==> config.mk <==
export PLATFORM = sky130hd
export DESIGN_NAME = atm_pin_frontend
export DESIGN_NICKNAME = d
export VERILOG_FILES = /design/src/rtl/atm_pkg.sv /design/src/rtl/atm_key_decode.sv /design/src/rtl/atm_pin_frontend.sv
export SDC_FILE = /design/constraint.sdc
export NUM_CORES = 1
export LEC_CHECK = 0
export ABC_AREA = 1
export CAP_MARGIN = 10
export CELL_PAD_IN_SITES_DETAIL_PLACEMENT = 0
export CELL_PAD_IN_SITES_GLOBAL_PLACEMENT = 1
export CORE_MARGIN = 2
export CORE_UTILIZATION = 25
export CTS_BUF_LIST = sky130_fd_sc_hd__clkbuf_16
export CTS_CLUSTER_DIAMETER = 100
export DETAILED_ROUTE_END_ITERATION = 7
export GPL_TIMING_DRIVEN = 0
export PLACE_DENSITY = 0.57
export SLEW_MARGIN = 25
export SYNTH_ARGS = -nofsm -noshare
export SYNTH_HDL_FRONTEND = slang
export SYNTH_SLANG_ARGS = --single-unit
==> constraint.sdc <==
create_clock -name clk -period 1.8 [get_ports clk]
set_input_delay 0.36 -clock clk [delete_from_list [all_inputs] [get_ports clk]]
set_output_delay 0.36 -clock clk [all_outputs]
set_load 0.005 [all_outputs]
==> src/rtl/atm_pkg.sv <==
// Shared constants, key codes and FSM encoding for the ATM PIN front end.
package atm_pkg;

  // PIN geometry and lockout threshold
  localparam int PIN_DIGITS = 4;
  localparam int MAX_FAIL   = 3;

  // Derived thresholds sized to the registers that use them
  localparam logic [2:0] CNT_FULL  = 3'(PIN_DIGITS);
  localparam logic [1:0] FAIL_LAST = 2'(MAX_FAIL - 1);

  // Keypad codes (0-9 are plain digits)
  localparam logic [3:0] KEY_ENTER = 4'hA;
  localparam logic [3:0] KEY_BACK  = 4'hB;
  localparam logic [3:0] KEY_OPT1  = 4'hC;
  localparam logic [3:0] KEY_OPT2  = 4'hD;
  localparam logic [3:0] KEY_OPT3  = 4'hE;
  localparam logic [3:0] KEY_NONE  = 4'hF;

  // Front-end controller states
  typedef enum logic [1:0] {
    ST_IDLE    = 2'b00,
    ST_COLLECT = 2'b01,
    ST_CHECK   = 2'b10,
    ST_LOCKED  = 2'b11
  } state_t;

  // True when a key code is a decimal digit
  function automatic logic is_bcd_digit(input logic [3:0] code);
    return (code <= 4'd9);
  endfunction

endpackage

==> src/rtl/atm_key_decode.sv <==
// Classifies a raw keypad code into digit / enter / back / option classes.
module atm_key_decode
  import atm_pkg::*;
(
  input  logic [3:0] key_code,
  output logic       is_digit,
  output logic       is_enter,
  output logic       is_back,
  output logic       is_opt,
  output logic [1:0] opt_code
);

  // Decode the key class; option keys also yield their 2-bit option code
  always_comb begin
    is_digit = is_bcd_digit(key_code);
    is_enter = 1'b0;
    is_back  = 1'b0;
    is_opt   = 1'b0;
    opt_code = 2'b00;
    case (key_code)
      KEY_ENTER: is_enter = 1'b1;
      KEY_BACK:  is_back  = 1'b1;
      KEY_OPT1: begin
        is_opt   = 1'b1;
        opt_code = 2'b01;
      end
      KEY_OPT2: begin
        is_opt   = 1'b1;
        opt_code = 2'b10;
      end
      KEY_OPT3: begin
        is_opt   = 1'b1;
        opt_code = 2'b11;
      end
      KEY_NONE: is_opt = 1'b0;
      default:  is_opt = 1'b0;
    endcase
  end

endmodule

==> src/rtl/atm_pin_frontend.sv <==
// ATM PIN entry front end: collects up to four digits, checks them against
// the stored PIN, tracks consecutive failures and locks out after too many.
// Every output is a flop; key inputs only feed next-state logic.
module atm_pin_frontend
  import atm_pkg::*;
(
  input  logic        clk,
  input  logic        rst,
  input  logic        key_valid,
  input  logic [3:0]  key_code,
  input  logic [15:0] stored_pin,
  output logic        B,
  output logic        E,
  output logic        V,
  output logic        O2,
  output logic        O1,
  output logic        locked,
  output logic [2:0]  digit_cnt
);

  state_t      state_r, state_s;
  logic [15:0] buf_r, buf_s;
  logic [2:0]  cnt_r, cnt_s;
  logic [1:0]  fail_r, fail_s;
  logic [1:0]  opt_r, opt_s;
  logic        b_r, b_s;
  logic        e_r, e_s;
  logic        v_r, v_s;
  logic        locked_r, locked_s;

  logic        is_digit_s, is_enter_s, is_back_s, is_opt_s;
  logic [1:0]  opt_code_s;
  logic        dig_key_s, ent_key_s, bck_key_s, opt_key_s;
  logic        room_s, match_s, last_fail_s;

  atm_key_decode u_decode (
    .key_code (key_code),
    .is_digit (is_digit_s),
    .is_enter (is_enter_s),
    .is_back  (is_back_s),
    .is_opt   (is_opt_s),
    .opt_code (opt_code_s)
  );

  // Qualified key events and check result terms
  always_comb begin
    dig_key_s   = key_valid & is_digit_s;
    ent_key_s   = key_valid & is_enter_s;
    bck_key_s   = key_valid & is_back_s;
    opt_key_s   = key_valid & is_opt_s;
    room_s      = (cnt_r < CNT_FULL);
    match_s     = (cnt_r == CNT_FULL) && (buf_r == stored_pin);
    last_fail_s = !match_s && (fail_r == FAIL_LAST);
  end

  // State register
  always_ff @(posedge clk or posedge rst) begin
    if (rst) begin
      state_r <= ST_IDLE;
    end else begin
      state_r <= state_s;
    end
  end

  // Next-state logic
  always_comb begin
    state_s = state_r;
    case (state_r)
      ST_IDLE, ST_COLLECT: begin
        if (bck_key_s) begin
          state_s = ST_IDLE;
        end else if (ent_key_s) begin
          state_s = ST_CHECK;
        end else if (dig_key_s && room_s) begin
          state_s = ST_COLLECT;
        end else begin
          state_s = state_r;
        end
      end
      ST_CHECK: begin
        if (last_fail_s) begin
          state_s = ST_LOCKED;
        end else begin
          state_s = ST_IDLE;
        end
      end
      ST_LOCKED: state_s = ST_LOCKED;
      default:   state_s = ST_IDLE;
    endcase
  end

  // Output and datapath next values; pulses default low, held values default to hold
  always_comb begin
    buf_s    = buf_r;
    cnt_s    = cnt_r;
    fail_s   = fail_r;
    opt_s    = opt_r;
    b_s      = 1'b0;
    e_s      = 1'b0;
    v_s      = 1'b0;
    locked_s = (state_r == ST_LOCKED);
    case (state_r)
      ST_IDLE, ST_COLLECT: begin
        if (bck_key_s) begin
          b_s   = 1'b1;
          buf_s = 16'h0000;
          cnt_s = 3'd0;
          opt_s = 2'b00;
        end else if (opt_key_s) begin
          opt_s = opt_code_s;
        end else if (dig_key_s && room_s) begin
          buf_s = {buf_r[11:0], key_code};
          cnt_s = cnt_r + 3'd1;
        end else begin
          buf_s = buf_r;
        end
      end
      ST_CHECK: begin
        e_s   = 1'b1;
        v_s   = match_s;
        buf_s = 16'h0000;
        cnt_s = 3'd0;
        if (match_s) begin
          fail_s = 2'd0;
        end else if (fail_r != 2'd3) begin
          fail_s = fail_r + 2'd1;
        end else begin
          fail_s = fail_r;
        end
        if (last_fail_s) begin
          opt_s = 2'b00;
        end else begin
          opt_s = opt_r;
        end
      end
      ST_LOCKED: begin
        buf_s = 16'h0000;
        cnt_s = 3'd0;
        opt_s = 2'b00;
      end
      default: begin
        buf_s    = 16'h0000;
        cnt_s    = 3'd0;
        fail_s   = 2'd0;
        opt_s    = 2'b00;
        locked_s = 1'b0;
      end
    endcase
  end

  // Datapath and output registers
  always_ff @(posedge clk or posedge rst) begin
    if (rst) begin
      buf_r    <= 16'h0000;
      cnt_r    <= 3'd0;
      fail_r   <= 2'd0;
      opt_r    <= 2'b00;
      b_r      <= 1'b0;
      e_r      <= 1'b0;
      v_r      <= 1'b0;
      locked_r <= 1'b0;
    end else begin
      buf_r    <= buf_s;
      cnt_r    <= cnt_s;
      fail_r   <= fail_s;
      opt_r    <= opt_s;
      b_r      <= b_s;
      e_r      <= e_s;
      v_r      <= v_s;
      locked_r <= locked_s;
    end
  end

  assign B         = b_r;
  assign E         = e_r;
  assign V         = v_r;
  assign O2        = opt_r[1];
  assign O1        = opt_r[0];
  assign locked    = locked_r;
  assign digit_cnt = cnt_r;

endmodule
==> report_table.html, run 1 <==
<table>
<tr><th>Metric</th><th>Value</th></tr>
<tr><th colspan="2">Placed design</th></tr>
<tr><td>Half-perimeter wire length after placement</td><td>3580 um</td></tr>
<tr><td>Port buffer count</td><td>31</td></tr>
<tr><td>GP Congestion</td><td>0.813</td></tr>
<tr><td>Placed Area</td><td>2120 um^2</td></tr>
<tr><td>Setup WS pre-CTS</td><td>-0.152 ns</td></tr>
<tr><th colspan="2">Setup path</th></tr>
<tr><td>Reg2reg start</td><td>digit_cnt[0]</td></tr>
<tr><td>Crit path arrival time</td><td>1.81 ns</td></tr>
<tr><td>Worst Path Class, Setup</td><td>input pin to flip-flop</td></tr>
<tr><td>Biggest fanout along the worst timing path</td><td>19</td></tr>
<tr><td>Critical Path RT</td><td>1.97 ns</td></tr>
<tr><td>Worst setup SP type</td><td>input pin</td></tr>
<tr><td>Beginning of the critical path</td><td>key_code[1]</td></tr>
<tr><td>Category of the worst setup path capture point</td><td>flip-flop</td></tr>
<tr><th colspan="2">Clocking</th></tr>
<tr><td>Clock root buffer</td><td>sky130_fd_sc_hd__clkbuf_16</td></tr>
<tr><td>Buffer depth of the longest clock path</td><td>2</td></tr>
<tr><td>Clock-pin transition on the worst setup and hold timing paths</td><td>0.05 ns</td></tr>
<tr><td>CTS buffer count</td><td>5</td></tr>
<tr><td>CTS sink count</td><td>29</td></tr>
<tr><td>Htree depth</td><td>2</td></tr>
<tr><td>CTS tree</td><td>built</td></tr>
<tr><td>Worst-skew pair later-pin latency</td><td>0.28 ns</td></tr>
<tr><td>Number of buffers added to fix hold violations after cts</td><td>0</td></tr>
<tr><td>Number of buffers inserted to repair setup after CTS</td><td>0</td></tr>
<tr><th colspan="2">Detailed routing</th></tr>
<tr><td>Detailed-route wire length</td><td>4690 um</td></tr>
<tr><td>DRT iter0 DRCs</td><td>53</td></tr>
<tr><td>Wire length on met1</td><td>2440 um</td></tr>
<tr><td>Via count</td><td>1513</td></tr>
<tr><td>Residual DRC count</td><td>0</td></tr>
<tr><td>Post-DR vias/cell</td><td>4.36</td></tr>
<tr><td>Avg WL per Cell</td><td>13.5 um</td></tr>
<tr><td>Met3 wire length</td><td>40 um</td></tr>
<tr><td>Number of nets with antenna violations after detailed routing</td><td>0</td></tr>
<tr><td>Uppermost routed layer</td><td>met3</td></tr>
<tr><td>Number of detailed-routing iterations run before antenna repair</td><td>4</td></tr>
<tr><td>Met2 WL</td><td>2220 um</td></tr>
<tr><th colspan="2">Min path</th></tr>
<tr><td>Worst min-delay path class</td><td>flip-flop to flip-flop</td></tr>
<tr><td>Beginning of the worst hold path</td><td>opt_r[0]</td></tr>
<tr><th colspan="2">Layout</th></tr>
<tr><td>Final instance area</td><td>2290 um^2</td></tr>
<tr><td>Ant. Diodes</td><td>0</td></tr>
<tr><td>Number of nets in the layout</td><td>293</td></tr>
<tr><td>Fraction of layout instances using a drive strength above 1</td><td>12.4%</td></tr>
<tr><td>Register area</td><td>726 um^2</td></tr>
<tr><td>Area Growth Syn to Fin</td><td>33.9%</td></tr>
<tr><td>Count of fill cells added during filler insertion</td><td>721</td></tr>
<tr><td>Footprint of the multi-input gates</td><td>833 um^2</td></tr>
<tr><th colspan="2">Yosys</th></tr>
<tr><td>Gate count of the mapped netlist</td><td>229</td></tr>
<tr><td>Post-synthesis net count</td><td>256</td></tr>
<tr><td>Post-synth top area share</td><td>42.5%</td></tr>
<tr><td>Combinational family with the most area after synthesis</td><td>simple AND/OR/NAND/NOR gates</td></tr>
<tr><td>Synth Area in Simple Gates</td><td>36.0%</td></tr>
<tr><td>Top-count cell post-synth</td><td>sky130_fd_sc_hd__nand2_1</td></tr>
<tr><td>Post-synthesis compound-gate area fraction</td><td>7.32%</td></tr>
<tr><td>Post-Syn Area per Cell</td><td>7.46 um^2</td></tr>
<tr><td>Number of enable flip-flop cells after synthesis</td><td>0</td></tr>
<tr><td>Multiplexer share of the synthesized area</td><td>0%</td></tr>
<tr><td>Yosys warns</td><td>0</td></tr>
<tr><td>Post-synthesis share of cell area spent on xor and xnor gates</td><td>2.05%</td></tr>
<tr><td>Post-synthesis cell type count</td><td>28</td></tr>
<tr><td>Most common flop cell mapped by yosys</td><td>sky130_fd_sc_hd__dfrtp_1</td></tr>
<tr><td>Async S/R FF share, synth</td><td>100%</td></tr>
<tr><td>Leading post-synthesis cells by instance count</td><td>62 x sky130_fd_sc_hd__nand2_1, 29 x sky130_fd_sc_hd__dfrtp_1, 29 x sky130_fd_sc_hd__inv_1, 17 x sky130_fd_sc_hd__nand3_1</td></tr>
<tr><td>Library cell with the largest summed area after synthesis</td><td>sky130_fd_sc_hd__dfrtp_1</td></tr>
<tr><td>Dominant cells by area after synthesis</td><td>sky130_fd_sc_hd__dfrtp_1 42%, sky130_fd_sc_hd__nand2_1 14%, sky130_fd_sc_hd__inv_1 6.4%</td></tr>
<tr><td>Sequential element share of the synthesized area</td><td>42.5%</td></tr>
<tr><td>Netlist Area Pre-Place</td><td>1710 um^2</td></tr>
<tr><td>Register bit total from synthesis</td><td>29</td></tr>
<tr><td>Post-Synth Adder-Cell Area</td><td>2.93%</td></tr>
<tr><th colspan="2">STA</th></tr>
<tr><td>PnR worst setup slack</td><td>0.166 ns</td></tr>
<tr><td>Slew of the pin with the lowest slew margin</td><td>0.640 ns</td></tr>
<tr><td>Final setup violation count</td><td>0</td></tr>
<tr><td>Part of the cycle the worst path needs</td><td>90.8%</td></tr>
<tr><td>Total count of max-transition violations in the final report</td><td>0</td></tr>
<tr><td>Relative slew slack</td><td>57.3%</td></tr>
<tr><td>Worst clock skew</td><td>0.00718 ns</td></tr>
<tr><td>Shortest period the worst path allows</td><td>1.63 ns</td></tr>
<tr><td>Maximum operating frequency</td><td>0.612 GHz</td></tr>
<tr><td>Endpoints failing hold</td><td>0</td></tr>
<tr><td>Unrepaired setup endpoints after global routing</td><td>false</td></tr>
<tr><th colspan="2">Die</th></tr>
<tr><td>Area of the die</td><td>7510 um^2</td></tr>
<tr><td>Row cnt</td><td>30</td></tr>
<tr><td>Height of the die</td><td>86.7 um</td></tr>
<tr><td>Die width</td><td>86.7 um</td></tr>
<tr><td>Core Region</td><td>6720 um^2</td></tr>
<tr><td>IO Count</td><td>32</td></tr>
<tr><td>Starting density of the core</td><td>25.4%</td></tr>
<tr><th colspan="2">Pwr</th></tr>
<tr><td>Ratio of total power to cell area</td><td>765 nW/um^2</td></tr>
<tr><td>Power Total</td><td>1.75 mW</td></tr>
<tr><td>Max rail drop VDD</td><td>0.000274 V</td></tr>
<tr><td>Pleak</td><td>0.992 nW</td></tr>
<tr><th colspan="2">GRT</th></tr>
<tr><td>First-pass GRT wire length</td><td>7780 um</td></tr>
<tr><td>Tot GR Track Use</td><td>13.8%</td></tr>
<tr><td>Pin count of the biggest net entering global routing</td><td>30</td></tr>
<tr><td>Global route overflow</td><td>0</td></tr>
<tr><td>Number of antenna violations at the first check in global routing</td><td>0</td></tr>
<tr><td>Via count of the first global-routing pass</td><td>1510</td></tr>
<tr><th colspan="2">Status</th></tr>
<tr><td>Status</td><td>complete, no violations</td></tr>
<tr><th colspan="2">Job</th></tr>
<tr><td>Reported max-cap violation count</td><td>0</td></tr>
</table>
-- metrics by stage --
| stage | setup TNS, ns | hold WS [ns] | instances | util (%) |
|---|---|---|---|---|
| 2_1_floorplan | 0 | 0.438 | 229 | - |
| 3_3_place_gp | -3.15 | 0.463 | 340 | 31.5 |
| 3_5_place_dp | -2.22 | 0.468 | 340 | 31.5 |
| 4_1_cts | 0 | 0.483 | 348 | 34.0 |
| 5_1_grt | 0 | 0.514 | 347 | 34.1 |
| 6_report | 0 | 0.477 | 347 | 34.1 |
-- path summary, 6_finish.rpt --
kind / endpoint / slack (ns) / depth (start not counted)
setup / recovery: state_r[0] / 0.17 / 7
hold / removal: opt_r[0] / 0.48 / 2
setup reg to reg: state_r[0] / 0.19 / 11
hold reg to reg: opt_r[0] / 0.48 / 2
max in group asynchronous: buf_r[2] / 0.89 / 2
min in group asynchronous: buf_r[0] / 0.49 / 2
-- worst max-delay path, stage by stage --
cell and delay [ns]:
sky130_fd_sc_hd__clkdlybuf4s50_1 0.59, sky130_fd_sc_hd__nand2_1 0.13, sky130_fd_sc_hd__nand4_4 0.13, sky130_fd_sc_hd__inv_4 0.12, sky130_fd_sc_hd__or3_1 0.36, sky130_fd_sc_hd__nand2_1 0.07, sky130_fd_sc_hd__inv_1 0.03
-- routing by layer --
layer	vias to the layer above	track usage [%]
met5	-	0
met4	0	4.26
met3	0	2.86
met2	14	21.4
met1	684	19.3
li1	815	-
-- cells by family (layout without fill, tap and decap cells) --
family	Yosys count	count (layout)
AND/OR/NAND/NOR	127	127
XOR/XNOR	4	4
AO/OA/AOI/OAI	25	25
buffers and inverters	40	78
adder cells (fa/ha/maj)	4	4
flip-flops	29	29
-- where the power goes --
part	internal (mW)	total (mW)	switching (mW)
clock	0.647	0.955	0.308
sequential	0.652	0.652	0
combinational	0.0664	0.143	0.0767
total	1.37	1.75	0.385
-- sequential cells by signal (all words and copies together) (netlist names) --
signal / count
V: 1
state_r: 2
digit_cnt: 3
buf_r: 16
E: 1
opt_r: 2
fail_r: 2
locked: 1
B: 1
-- cell type report --
| class | instances | area share (%) |
|---|---|---|
| inverter | 37 | 6.18 |
| timing repair buffer | 31 | 13.6 |
| multi-input combinational | 160 | 36.4 |
| clock inverter | 3 | 1.80 |
| buffer | 2 | 0.492 |
| tap | 80 | 4.37 |
| sequential | 29 | 31.7 |
| clock buffer | 5 | 5.47 |
-- cell usage in the layout (no fill, tap or decap), types with 2 or more instances in the layout --
| cell type | count |
|---|---|
| sky130_fd_sc_hd__nor2_4 | 2 |
| sky130_fd_sc_hd__xnor2_1 | 3 |
| sky130_fd_sc_hd__inv_1 | 28 |
| sky130_fd_sc_hd__nand2_1 | 62 |
| sky130_fd_sc_hd__nor2_1 | 13 |
| sky130_fd_sc_hd__nand3_1 | 17 |
| sky130_fd_sc_hd__ha_1 | 4 |
| sky130_fd_sc_hd__nand2_2 | 6 |
| sky130_fd_sc_hd__inv_2 | 8 |
| sky130_fd_sc_hd__a21oi_1 | 7 |
| sky130_fd_sc_hd__clkdlybuf4s50_1 | 31 |
| sky130_fd_sc_hd__o21ai_1 | 5 |
| sky130_fd_sc_hd__nand4_1 | 12 |
| sky130_fd_sc_hd__nor3_1 | 4 |
| sky130_fd_sc_hd__nor2_2 | 3 |
| sky130_fd_sc_hd__dfrtp_1 | 29 |
| sky130_fd_sc_hd__clkbuf_16 | 5 |
| sky130_fd_sc_hd__o21ai_0 | 13 |
-- what timing repair did --
| action | in CTS | in global routing |
|---|---|---|
| gates resized for setup | 0 | 1 |
| endpoints found under the hold margin | 0 | 0 |
| setup endpoints to repair | 0 | 5 |
Power figures use the tool's default switching activity.
==> run 2: changes to the inputs <==
--- a/config.mk
+++ b/config.mk
@@ -15,7 +15,7 @@
 export CTS_CLUSTER_DIAMETER = 100
 export DETAILED_ROUTE_END_ITERATION = 7
 export GPL_TIMING_DRIVEN = 0
-export PLACE_DENSITY = 0.57
+export PLACE_DENSITY_LB_ADDON = 0.15
 export SLEW_MARGIN = 25
 export SYNTH_ARGS = -nofsm -noshare
 export SYNTH_HDL_FRONTEND = slang
==> report_table.html, run 2 (synthesized netlist as in run 1, its figures left out) <==
<table>
<tr><th>Metric</th><th>Value</th></tr>
<tr><th colspan="2">Clocking</th></tr>
<tr><td>Number of buffers inserted to repair setup after CTS</td><td>0 (unchanged)</td></tr>
<tr><td>Clock-pin transition on the worst setup and hold timing paths</td><td>0.05 ns (about the same)</td></tr>
<tr><td>CTS tree</td><td>built</td></tr>
<tr><td>Resized cells post-CTS</td><td>0 (unchanged)</td></tr>
<tr><td>CTS buffer count</td><td>5 (unchanged)</td></tr>
<tr><td>CTS sink count</td><td>29 (unchanged)</td></tr>
<tr><td>Buffer depth of the longest clock path</td><td>2 (unchanged)</td></tr>
<tr><td>Clock root buffer</td><td>sky130_fd_sc_hd__clkbuf_16</td></tr>
<tr><td>Number of buffers added to fix hold violations after cts</td><td>0 (unchanged)</td></tr>
<tr><td>Htree depth</td><td>2 (unchanged)</td></tr>
<tr><td>Worst-skew pair later-pin latency</td><td>0.27 ns (about the same)</td></tr>
<tr><th colspan="2">STA</th></tr>
<tr><td>Slew of the pin with the lowest slew margin</td><td>0.648 ns (+0.00733 ns)</td></tr>
<tr><td>Part of the cycle the worst path needs</td><td>93.0% (+2.3 points)</td></tr>
<tr><td>Endpoints failing hold</td><td>0 (unchanged)</td></tr>
<tr><td>Final setup violation count</td><td>0 (unchanged)</td></tr>
<tr><td>Shortest period the worst path allows</td><td>1.67 ns (+0.0406 ns)</td></tr>
<tr><td>Setup Total Neg Slack</td><td>0 ns (unchanged)</td></tr>
<tr><td>Unrepaired setup endpoints after global routing</td><td>false</td></tr>
<tr><td>Relative slew slack</td><td>56.8% (-0.49 points)</td></tr>
<tr><td>PnR worst setup slack</td><td>0.125 ns (-0.0406 ns)</td></tr>
<tr><td>Maximum operating frequency</td><td>0.597 GHz (-2.4%)</td></tr>
<tr><td>Worst clock skew</td><td>0.00544 ns (-0.00174 ns)</td></tr>
<tr><td>Total count of max-transition violations in the final report</td><td>0 (unchanged)</td></tr>
<tr><th colspan="2">GRT</th></tr>
<tr><td>Via count of the first global-routing pass</td><td>1597 (+5.8%)</td></tr>
<tr><td>Tot GR Track Use</td><td>13.9% (+0.12 points)</td></tr>
<tr><td>Global route overflow</td><td>0 (unchanged)</td></tr>
<tr><td>First-pass GRT wire length</td><td>7890 um (+1.5%)</td></tr>
<tr><td>Pin count of the biggest net entering global routing</td><td>30 (unchanged)</td></tr>
<tr><td>Number of antenna violations at the first check in global routing</td><td>0 (unchanged)</td></tr>
<tr><th colspan="2">Placed design</th></tr>
<tr><td>Half-perimeter wire length after placement</td><td>3640 um (+1.7%)</td></tr>
<tr><td>Port buffer count</td><td>31 (unchanged)</td></tr>
<tr><td>Setup WS pre-CTS</td><td>-0.173 ns (-0.0210 ns)</td></tr>
<tr><td>GP Congestion</td><td>0.809 (-0.52%)</td></tr>
<tr><th colspan="2">Pwr</th></tr>
<tr><td>Pleak</td><td>0.988 nW (-0.43%)</td></tr>
<tr><td>Part of the total power dissipated in combinational logic</td><td>9.3% (+1.1 points)</td></tr>
<tr><td>Ratio of total power to cell area</td><td>697 nW/um^2 (-8.9%)</td></tr>
<tr><td>Max rail drop VDD</td><td>0.000321 V (+17%)</td></tr>
<tr><td>P_int</td><td>1.21 mW (-11%)</td></tr>
<tr><td>Portion of total power attributed to sequential cells</td><td>41.5% (+4.2 points)</td></tr>
<tr><td>Net switching component of the power</td><td>0.362 mW (-6.1%)</td></tr>
<tr><td>Sw Ratio</td><td>23.0% (+0.96 points)</td></tr>
<tr><td>Clock share of power</td><td>49.3% (-5.3 points)</td></tr>
<tr><th colspan="2">Detailed routing</th></tr>
<tr><td>DRT iter0 DRCs</td><td>38 (-28%)</td></tr>
<tr><td>Residual DRC count</td><td>0 (unchanged)</td></tr>
<tr><td>Wire length on met1</td><td>2380 um (-2.4%)</td></tr>
<tr><td>Detailed-route wire length</td><td>4840 um (+3.0%)</td></tr>
<tr><td>Via count</td><td>1552 (+2.6%)</td></tr>
<tr><td>Avg WL per Cell</td><td>13.9 um (+3.0%)</td></tr>
<tr><td>Met2 WL</td><td>2240 um (+1.2%)</td></tr>
<tr><td>Uppermost routed layer</td><td>met4</td></tr>
<tr><td>Met3 wire length</td><td>153 um (+280%)</td></tr>
<tr><td>Number of nets with antenna violations after detailed routing</td><td>0 (unchanged)</td></tr>
<tr><td>Number of detailed-routing iterations run before antenna repair</td><td>4 (unchanged)</td></tr>
<tr><td>Post-DR vias/cell</td><td>4.47 (+2.6%)</td></tr>
<tr><th colspan="2">Die</th></tr>
<tr><td>IO Count</td><td>32 (unchanged)</td></tr>
<tr><td>Die width</td><td>86.7 um (unchanged)</td></tr>
<tr><td>Row cnt</td><td>30 (unchanged)</td></tr>
<tr><td>Height of the die</td><td>86.7 um (unchanged)</td></tr>
<tr><td>Area of the die</td><td>7510 um^2 (unchanged)</td></tr>
<tr><td>Core Region</td><td>6720 um^2 (unchanged)</td></tr>
<tr><td>Starting density of the core</td><td>25.4% (unchanged)</td></tr>
<tr><th colspan="2">Layout</th></tr>
<tr><td>Area Growth Syn to Fin</td><td>32.2%</td></tr>
<tr><td>Commonest non-fill, non-tap cell in the layout</td><td>sky130_fd_sc_hd__nand2_1</td></tr>
<tr><td>Number of flip-flops under the largest register name</td><td>16 (unchanged)</td></tr>
<tr><td>Fraction of layout instances using a drive strength above 1</td><td>12.0% (-0.37 points)</td></tr>
<tr><td>Number of nets in the layout</td><td>294 (+0.34%)</td></tr>
<tr><td>Most used cells in the layout excluding fill and tap cells</td><td>62 x sky130_fd_sc_hd__nand2_1, 31 x sky130_fd_sc_hd__clkdlybuf4s50_1, 29 x sky130_fd_sc_hd__dfrtp_1, 29 x sky130_fd_sc_hd__inv_1, 17 x sky130_fd_sc_hd__nand3_1</td></tr>
<tr><td>Core utilization of the finished layout</td><td>33.6% (-0.43 points)</td></tr>
<tr><td>Ant. Diodes</td><td>0 (unchanged)</td></tr>
<tr><td>Largest register by flop count</td><td>buf_r</td></tr>
<tr><th colspan="2">Setup path</th></tr>
<tr><td>Worst Path Class, Setup</td><td>input pin to flip-flop</td></tr>
<tr><td>Category of the worst setup path capture point</td><td>flip-flop</td></tr>
<tr><td>Worst-case reg-to-reg path depth</td><td>11 (unchanged)</td></tr>
<tr><td>Worst setup SP type</td><td>input pin</td></tr>
<tr><td>Biggest fanout along the worst timing path</td><td>10 (-9)</td></tr>
<tr><td>Critical Path RT</td><td>2.00 ns (+0.03 ns)</td></tr>
<tr><td>Crit path arrival time</td><td>1.87 ns (+0.06 ns)</td></tr>
<tr><th colspan="2">Min path</th></tr>
<tr><td>Hold Path Depth</td><td>2 (unchanged)</td></tr>
<tr><td>Worst min-delay path class</td><td>flip-flop to flip-flop</td></tr>
<tr><th colspan="2">Job</th></tr>
<tr><td>Reported max-cap violation count</td><td>0 (unchanged)</td></tr>
<tr><th colspan="2">Status</th></tr>
<tr><td>Status</td><td>complete, no violations</td></tr>
</table>
## run 2: cell types whose count changed in the layout (fill, tap and decap cells not counted)
cell                         delta
sky130_fd_sc_hd__buf_2          +1
sky130_fd_sc_hd__clkinvlp_4     -1
sky130_fd_sc_hd__bufinv_16      -1
sky130_fd_sc_hd__inv_1          +1
## run 2: final cells by class
type,count,area (um^2)
multi-input cells,160,833
fillers,745,4460
plain buffers,3,16.3
well taps,80,100
inverters,37,141
clock inverters,2,7.51
repair buffers,31,310
clock buffers,5,125
flip-flops and latches,29,726
## run 2: layer usage
metal  vias to the layer above  global-route usage (%)
met4                         0                    5.11
met5                         -                       0
met2                        25                    22.8
li1                        811                       -
met3                         5                    2.95
met1                       711                    18.1
## run 2: per-stage QoR
step | total power, mW | instance area (um^2) | cells | hold WS, ns
4_1_cts | 1.60 | 2250 | 347 | 0.473
2_1_floorplan | 0.730 | 1710 | 229 | 0.438
3_5_place_dp | 0.811 | 2120 | 340 | 0.461
6_report | 1.58 | 2260 | 347 | 0.469
3_3_place_gp | 0.812 | 2120 | 340 | 0.461
5_1_grt | 1.64 | 2260 | 347 | 0.512
## run 2: path summary, 6_finish.rpt
| check | from | end | slack (ns) |
|---|---|---|---|
| setup / recovery | key_code[1] | digit_cnt[0] | 0.13 |
| hold / removal | opt_r[1] | opt_r[1] | 0.47 |
| setup reg to reg | digit_cnt[0] | state_r[0] | 0.22 |
| hold reg to reg | opt_r[1] | opt_r[1] | 0.47 |
| max in group asynchronous | rst | buf_r[3] | 0.88 |
| min in group asynchronous | rst | buf_r[11] | 0.50 |
## run 2: worst max-delay path: stages
cell and delay [ns]:
sky130_fd_sc_hd__clkdlybuf4s50_1 0.52, sky130_fd_sc_hd__nand2_1 0.16, sky130_fd_sc_hd__nand4_4 0.17, sky130_fd_sc_hd__inv_4 0.16
sky130_fd_sc_hd__buf_2 0.27, sky130_fd_sc_hd__nand4_1 0.12, sky130_fd_sc_hd__o21ai_1 0.11
## run 2: power groups by stage
stage,clock network (mW),registers (mW),logic [mW]
2_1_floorplan,0,0.664,0.0661
5_1_grt,0.825,0.652,0.162
4_1_cts,0.797,0.653,0.148
6_report,0.776,0.653,0.146
3_3_place_gp,0,0.664,0.148
3_5_place_dp,0,0.664,0.147
